===== config.mk =====
export PLATFORM = sky130hd
export DESIGN_NAME = module_display_scan
export DESIGN_NICKNAME = d
export VERILOG_FILES = /design/src/rtl/display_pkg.sv /design/src/rtl/module_hex7seg.sv /design/src/rtl/module_display_scan.sv
export SDC_FILE = /design/constraint.sdc
export NUM_CORES = 1
export LEC_CHECK = 0
export ABC_AREA = 0
export CORE_MARGIN = 4
export CORE_UTILIZATION = 55
export CTS_CLUSTER_SIZE = 25
export DETAILED_ROUTE_END_ITERATION = 6
export PLACE_DENSITY = 0.75
export SETUP_SLACK_MARGIN = 0.05
export SYNTH_ARGS = -nofsm -noshare
export SYNTH_HDL_FRONTEND = slang
export SYNTH_HIERARCHICAL = 1
export SYNTH_SLANG_ARGS = --single-unit

===== constraint.sdc =====
create_clock -name clk -period 4.25 [get_ports clk]
set_input_delay 1.275 -clock clk [delete_from_list [all_inputs] [get_ports clk]]
set_output_delay 1.275 -clock clk [all_outputs]
set_load 0.005 [all_outputs]

===== src/rtl/display_pkg.sv =====
// Shared types and constants for the multiplexed 7-segment scanner.
// Segment patterns are active-low, ordered {g,f,e,d,c,b,a}.
package display_pkg;

  typedef enum logic [1:0] {
    IDLE,
    BLANK,
    DRIVE
  } scan_state_t;

  localparam logic [6:0] SEG_OFF = 7'h7F;

  // Entry 0 is the rightmost element.
  localparam logic [15:0][6:0] HEX_SEG = {
    7'h0E, 7'h06, 7'h21, 7'h46,
    7'h03, 7'h08, 7'h10, 7'h00,
    7'h78, 7'h02, 7'h12, 7'h19,
    7'h30, 7'h24, 7'h79, 7'h40
  };

endpackage


===== src/rtl/module_hex7seg.sv =====
// Combinational hex nibble to active-low segment decoder.
// Pure table lookup; no state.
module module_hex7seg
  import display_pkg::*;
(
  input  logic [3:0] nibble,
  output logic [6:0] seg
);

  assign seg = HEX_SEG[nibble];

endmodule


===== src/rtl/module_display_scan.sv =====
// Time-multiplexed N-digit 7-segment scan controller.
// Blanks each slot start; new values land only on frame edges.
module module_display_scan
  import display_pkg::*;
#(
  parameter int FREQ_IN       = 27_000_000,
  parameter int SCAN_HZ       = 1_000,
  parameter int N_DIGITS      = 4,
  parameter int BLANK_CYCLES  = 270,
  parameter bit ACTIVE_LOW_AN = 1'b1
) (
  input  logic                  clk,
  input  logic                  rst_n,
  input  logic                  enable_i,
  input  logic [4*N_DIGITS-1:0] data_i,
  input  logic [N_DIGITS-1:0]   dp_i,
  input  logic                  data_valid_i,
  output logic                  data_ready_o,
  output logic [N_DIGITS-1:0]   an_o,
  output logic [6:0]            seg_o,
  output logic                  dp_o,
  output logic                  frame_done_o
);

  localparam int SLOT_CYCLES = FREQ_IN / SCAN_HZ;
  localparam int CW = (SLOT_CYCLES > 2) ? $clog2(SLOT_CYCLES) : 1;
  localparam int DW = (N_DIGITS > 1) ? $clog2(N_DIGITS) : 1;

  localparam logic [CW-1:0] SLOT_LAST  = CW'(SLOT_CYCLES - 1);
  localparam logic [CW-1:0] BLANK_LAST = CW'(BLANK_CYCLES - 1);
  localparam logic [DW-1:0] DIGIT_LAST = DW'(N_DIGITS - 1);

  localparam logic [N_DIGITS-1:0] AN_OFF = {N_DIGITS{ACTIVE_LOW_AN}};

  if (!(BLANK_CYCLES > 0 && BLANK_CYCLES < SLOT_CYCLES)) begin : g_bad_blank
    $error("BLANK_CYCLES must lie strictly between 0 and SLOT_CYCLES");
  end

  scan_state_t state;
  scan_state_t nxt_state;

  logic [CW-1:0] cnt;
  logic [CW-1:0] nxt_cnt;
  logic [DW-1:0] digit;
  logic [DW-1:0] nxt_digit;

  logic                  pending;
  logic [4*N_DIGITS-1:0] buf_data;
  logic [N_DIGITS-1:0]   buf_dp;
  logic [4*N_DIGITS-1:0] disp_data;
  logic [N_DIGITS-1:0]   disp_dp;

  logic                boundary;
  logic                accept;
  logic [3:0]          nib;
  logic                nib_dp;
  logic [6:0]          seg_dec;
  logic [N_DIGITS-1:0] an_sel;

  assign data_ready_o = !pending;
  assign accept       = data_valid_i && !pending;

  assign boundary = enable_i
                 && (state != IDLE)
                 && (cnt == SLOT_LAST)
                 && (digit == DIGIT_LAST);

  assign an_sel = AN_OFF ^ (N_DIGITS'(1) << nxt_digit);

  // Next scan position: slot counter, digit index and phase.
  always_comb begin
    nxt_state = state;
    nxt_cnt   = cnt;
    nxt_digit = digit;
    if (!enable_i) begin
      nxt_state = IDLE;
      nxt_cnt   = '0;
      nxt_digit = '0;
    end else if (state == IDLE) begin
      nxt_state = BLANK;
      nxt_cnt   = '0;
      nxt_digit = '0;
    end else if (cnt == SLOT_LAST) begin
      nxt_state = BLANK;
      nxt_cnt   = '0;
      nxt_digit = (digit == DIGIT_LAST) ? '0 : digit + 1'b1;
    end else begin
      nxt_cnt = cnt + 1'b1;
      if (cnt == BLANK_LAST) begin
        nxt_state = DRIVE;
      end
    end
  end

  // Pick the nibble and point for the digit about to be shown.
  always_comb begin
    nib    = '0;
    nib_dp = 1'b0;
    for (int k = 0; k < N_DIGITS; k++) begin
      if (nxt_digit == DW'(k)) begin
        nib    = disp_data[4*k +: 4];
        nib_dp = disp_dp[k];
      end
    end
  end

  module_hex7seg u_hex7seg (
    .nibble (nib),
    .seg    (seg_dec)
  );

  // Scan FSM; outputs follow the state being entered on the same edge.
  always_ff @(posedge clk or negedge rst_n) begin
    if (!rst_n) begin
      state        <= IDLE;
      cnt          <= '0;
      digit        <= '0;
      an_o         <= AN_OFF;
      seg_o        <= SEG_OFF;
      dp_o         <= 1'b1;
      frame_done_o <= 1'b0;
    end else begin
      state        <= nxt_state;
      cnt          <= nxt_cnt;
      digit        <= nxt_digit;
      frame_done_o <= boundary;
      if (nxt_state == DRIVE) begin
        an_o  <= an_sel;
        seg_o <= seg_dec;
        dp_o  <= ~nib_dp;
      end else begin
        an_o  <= AN_OFF;
        seg_o <= SEG_OFF;
        dp_o  <= 1'b1;
      end
    end
  end

  // One-entry input buffer, drained into the display only at frame edges.
  always_ff @(posedge clk or negedge rst_n) begin
    if (!rst_n) begin
      pending   <= 1'b0;
      buf_data  <= '0;
      buf_dp    <= '0;
      disp_data <= '0;
      disp_dp   <= '0;
    end else if (boundary && pending) begin
      disp_data <= buf_data;
      disp_dp   <= buf_dp;
      pending   <= 1'b0;
    end else if (accept) begin
      buf_data <= data_i;
      buf_dp   <= dp_i;
      pending  <= 1'b1;
    end
  end

endmodule


# Word-level counts from Yosys, hierarchy flattened
# Memories as Yosys holds them, arrays and structs flattened.
# Cells that the tools add are included.
# totals
regBits	73
rom_bits	112
inputBits	24
word_cells	63
n_memories	1
# classes
addsub	2
n_lt_le_gt_ge	1
n_eq_ne	7
shifts	1
muxes	25
bitwise	3
n_reduce_logical	11
# memory_table
memory	words	width	read_ports	rd_ports_with_merged_regs	wr	line	text
(name not given)	16	7	1	0	0	module_hex7seg.sv:10	assign seg = HEX_SEG[nibble];
# op_table
op	count
$mux 15	3
$mux 4	5
$mux 2	8
$add 15x1->15 const B	1
$eq 15x15->1 const B	1
$eq 15x9->1 const B	1
$mux 7	2
$eq 2x2->1 const B	4
$mux 1	7
$logic_and 1x1->1	5
$lt 4x5->1 const B	1
$logic_not 2->1	2
$not 4->4	1
$reduce_bool 2->1	2
$shl 1x2->4 const A	1
$add 2x1->2 const B	1
$eq 2x1->1 const B	1
$not 1->1	2
$reduce_and 2->1	1
$logic_not 1->1	1

# Depth between registers and ports, before layout
# depth
depth_word	13
mapped_depth	13
mapped_depth_nobuf	13

# Cells and area by module
# The synthesis kept the hierarchy.
# by_module_without_submodules
module	instances	cells_each	area_each_um2	seq_area_each_um2
module_display_scan	1	236	3101.7	1841.8
module_hex7seg	1	32	275.3	0.0

# Worst setup path after synthesis
# Ideal clock, no wire load.
# synth_path
kind	input to register
startpoint	input enable_i
endpoint	register seg_o[3]
setup_ns	0.084
t_arrival_ns	3.756
setup_slack_ns	0.410
stages	11
path_cell_list	o21a_1 -> nand2_1 -> mux2i_2 -> clkbuf_8 -> a211oi_1 -> a21oi_1 -> inv_1 -> ha_1 -> inv_1 -> mux4_1 -> or2_2
# synth_between
elab_chain_cells	9
word_cells_on_any_way	14
# synth_lines
element	line	text
start: declaration	module_display_scan.sv:14	input logic enable_i,
$mux 2 *	module_display_scan.sv:75	if (!enable_i) begin
via nxt_digit[1]	module_display_scan.sv:45	logic [DW-1:0] nxt_digit;
$logic_not 2->1	module_display_scan.sv:100	if (nxt_digit == DW'(k)) begin
$mux 4 (3 in series)	module_display_scan.sv:100	
$mux 4 *	module_display_scan.sv:100	
via nib[0]	module_display_scan.sv:55	logic [3:0] nib;
$mem_v2 16x7 *	--	
$mux 7 (implied by the code) *	module_hex7seg.sv:10	
via seg_dec[3]	module_display_scan.sv:57	logic [6:0] seg_dec;
$mux 7 *	module_display_scan.sv:127	if (nxt_state == DRIVE) begin
end signal: assignment	module_display_scan.sv:129	seg_o <= seg_dec;
end: declaration	module_display_scan.sv:20	output logic [6:0] seg_o,
# The timed path passes the listed nets; every way through them passes the cells marked *. The select of a mux whose other input is x is not followed.
# A chain may end at the register's enable or synchronous reset.

# Worst setup path after layout
# layout_path
startpoint	input enable_i
endpoint	register seg_o[3]
# layout_between
elab_chain_cells	9
word_cells_on_any_way	14
# layout_lines
element	line
$mux 2 *	module_display_scan.sv:75
$logic_not 2->1	module_display_scan.sv:100
$mux 4 (3 in series)	module_display_scan.sv:100
$mux 4 *	module_display_scan.sv:100
via nib[1]	module_display_scan.sv:55
$mem_v2 16x7 *	--
$mux 7 (implied by the code) *	module_hex7seg.sv:10
via seg_dec[3]	module_display_scan.sv:57
$mux 7 *	module_display_scan.sv:127
# Marked as above.

==> results.yml <==
run_status:
  outcome: "completed"
timing:
  finalHoldViolations: 0
  finalWorstSetupSlack_ps: 350
  period_share_pct: 91.8
  fin_crit_ps: 3900
  finalSetupViolations: 0
  rsz0062_at_grt: "no"
  fin_worst_hold_slack_ps: 503
  finClkSkew_ps: 6.67
  final_max_slew_viol_count: 0
  relSlewSlack_pct: 46.9
  fin_setup_tns_ps: 0
  worst_pin_slew_ps: 796
  fmax_mhz: 256
route:
  dr_total_vias: 2089
  wl_um: 5670
  routed_via_density: 5.29
  drc: 0
  dr.pass1.iters: 4
  wl_per_cell_um: 14.3
  dr.first_iter.drc_count: 64
  ant_nets: 0
floorplanning:
  die_y_um: 86.4
  ioPinCount: 38
  core_area_um2: 5960
  dieArea_um2: 7460
  rows: 28
  start_util_pct: 56.7
  fp.dieW_um: 86.4
setup_path:
  crit_path_frequent_cell: "inv_1"
  crit_chain: "clkdlybuf4s50_1 > o21a_1 > nand2_1 > mux2i_2 > buf_12 > mux2i_1 > a21oi_1 > inv_1 > ha_1 > inv_1 > mux4_1 > or2_2"
  critPathSlowestCell: "clkdlybuf4s50_1"
  r2r_slack_ps: 650
  cp-end-kind: "flop"
  cp-start-kind: "input port"
  r2r_cells: 12
  crit_fanout: 16
  critPathRequiredTime_ps: 4520
  critical_path_class: "in2reg"
  crit_path_max_incr_delay_ps: 510
  arrival_ps: 4170
cts:
  cts_buffer_depth: 2
  cts_made_buffers: 9
  cts_root_buffer: "clkbuf_8"
  hold_buffers: 0
  htree_num_levels: 3
  clkTransAtPathRegs_ps: 70
  cts_tree: "built"
  cts.sinks: 73
  clk_latency_ps: 350
  cts_resized: 0
  cts_setup_buffers: 0
global_route:
  antenna_found_initial: 0
  grt_pass1_wl_um: 9880
  grt_pass1_vias: 2142
  overflow: 0
  grt_max_degree: 31
  grt_use_total_pct: 17.4
synth:
  syn_area_per_cell_um2: 12.6
  synth_area_um2: 3380
  syn_inst: 268
  yosys.area.top_type_share_pct: 45.2
  ys_ff_latch: 73
  synth_edf_count: 0
  yosysWarningCount: 6
  synth_cell_types: 43
  yosysSeqAreaShare_pct: 54.5
  synth_nets: 302
  synth.area.top_cells: "dfrtp_1 45%, mux2_2 14%, dfstp_2 9.3%, ha_1 3.7%, nor2_1 3.1%"
  async_flop_share_pct: 100
  synth_ff_type: "dfrtp_1"
  synth.largest_area_cell: "dfrtp_1"
power:
  p_total_mw: 1.39
  comb_power_share_pct: 4.5
  p_leak_nw: 1.80
  p_per_area_nw_per_um2: 341
  ir_worst_vdd_uv: 274
  switching_share_pct: 21.6
  p_sw_uw: 300
  power.internal_mw: 1.09
  clkPwrFrac_pct: 42.7
  seq_power_share_pct: 52.8
cells_and_area:
  diodes: 0
  utilization_pct: 68.2
  syn_to_final_growth_pct: 20.2
  fin_nets: 349
  layout-drive-gt1-share_pct: 29.7
min_path:
  hold_path.class: "reg2reg"
  min_delay_path_depth: 1
place:
  hpwl_um: 4080
  io_buffers: 37
  place.gp.congestion: 0.883
  dp_slack_ps: 20.3
job:
  drv_cap: 0
-- power by group through the flow --
stage	sequential, mW	clock, mW	combinational (mW)
global placement	0.744	0	0.0611
CTS	0.732	0.611	0.0643
finish	0.731	0.591	0.0621
floorplan	0.740	0	0.0249
global route	0.735	0.651	0.0701
detailed placement	0.745	0	0.0638
-- registers in the layout, indices dropped and copies added, names as in the netlist, 2 cells and up --
name and cells:
state 2, seg_o 7, buf_dp 4, buf_data 16, an_o 4, cnt 15, disp_data 16, disp_dp 4
digit 2
-- worst paths after layout --
path                         startpoint      endpoint
min                        disp_data[1]  disp_data[1]
min reg2reg                disp_data[1]  disp_data[1]
max in group asynchronous         rst_n    disp_dp[1]
max                            enable_i      seg_o[3]
min in group asynchronous         rst_n        cnt[9]
max reg2reg                      cnt[0]      seg_o[3]
-- placed cells by master (no fill, tap or decap), types with 2 or more instances in the layout --
master / count
a211oi_1: 4
a21oi_1: 6
a22o_1: 2
and2b_1: 4
and3_1: 2
buf_4: 9
bufinv_16: 2
clkbuf_8: 9
clkdlybuf4s50_1: 36
clkinv_2: 2
clkinvlp_4: 2
dfrtp_1: 61
dfstp_2: 12
ha_1: 10
inv_1: 8
mux2_2: 42
mux2i_1: 10
nand2_1: 8
nand3_1: 5
nand3b_1: 2
nand4_1: 6
nor2_1: 28
nor2b_1: 2
nor3_1: 3
o21a_1: 3
o21ai_0: 4
or2_2: 8
xnor2_1: 6
xor2_1: 7
-- Yosys cell counts, drive strengths merged (7+ instances only) --
master and number:
mux2 42, inv 8, dfstp 12, xor2 7, ha 10, buf 8
or2 8, dfrtp 61, mux2i 11, nand2 9, nor2 28
-- critical path: cells and delay by family --
family	cells	cell delay, ps
buffers and inverters	4	920
multiplexers	3	800
AO/OA/AOI/OAI	2	490
AND/OR/NAND/NOR	2	380
adder cells (fa/ha/maj)	1	300
-- final cells by class --
type | count | area (µm²)
clock buffer | 9 | 124
clock inverter | 7 | 93.8
fill | 477 | 1900
inverter | 8 | 30.0
multi-input combinational | 176 | 1420
sequential | 73 | 1840
tap | 75 | 93.8
timing repair buffer | 47 | 453
-- stage by stage --
step           cells  area, µm²
2_1_floorplan    268       3380
3_3_place_gp     379       3840
3_5_place_dp     379       3840
4_1_cts          395       4060
5_1_grt          395       4060
6_report         395       4060
-- metal layers --
layer,global-route usage (%),wire [µm],vias up
met5,0,0,-
met1,22.6,2610,1025
met3,4.28,207,12
met4,10.2,150,0
li1,-,-,1016
met2,26.6,2700,36
-- kinds of logic after synthesis --
kind of cell	Yosys count	share of synthesized area, %
buf+inv	19	3.30
flops	73	54.5
compound gates	22	4.45
fa+ha+maj	10	3.71
simple gates	77	12.5
xor+xnor	13	3.37
mux	54	18.2
Power figures use the tool's default switching activity.
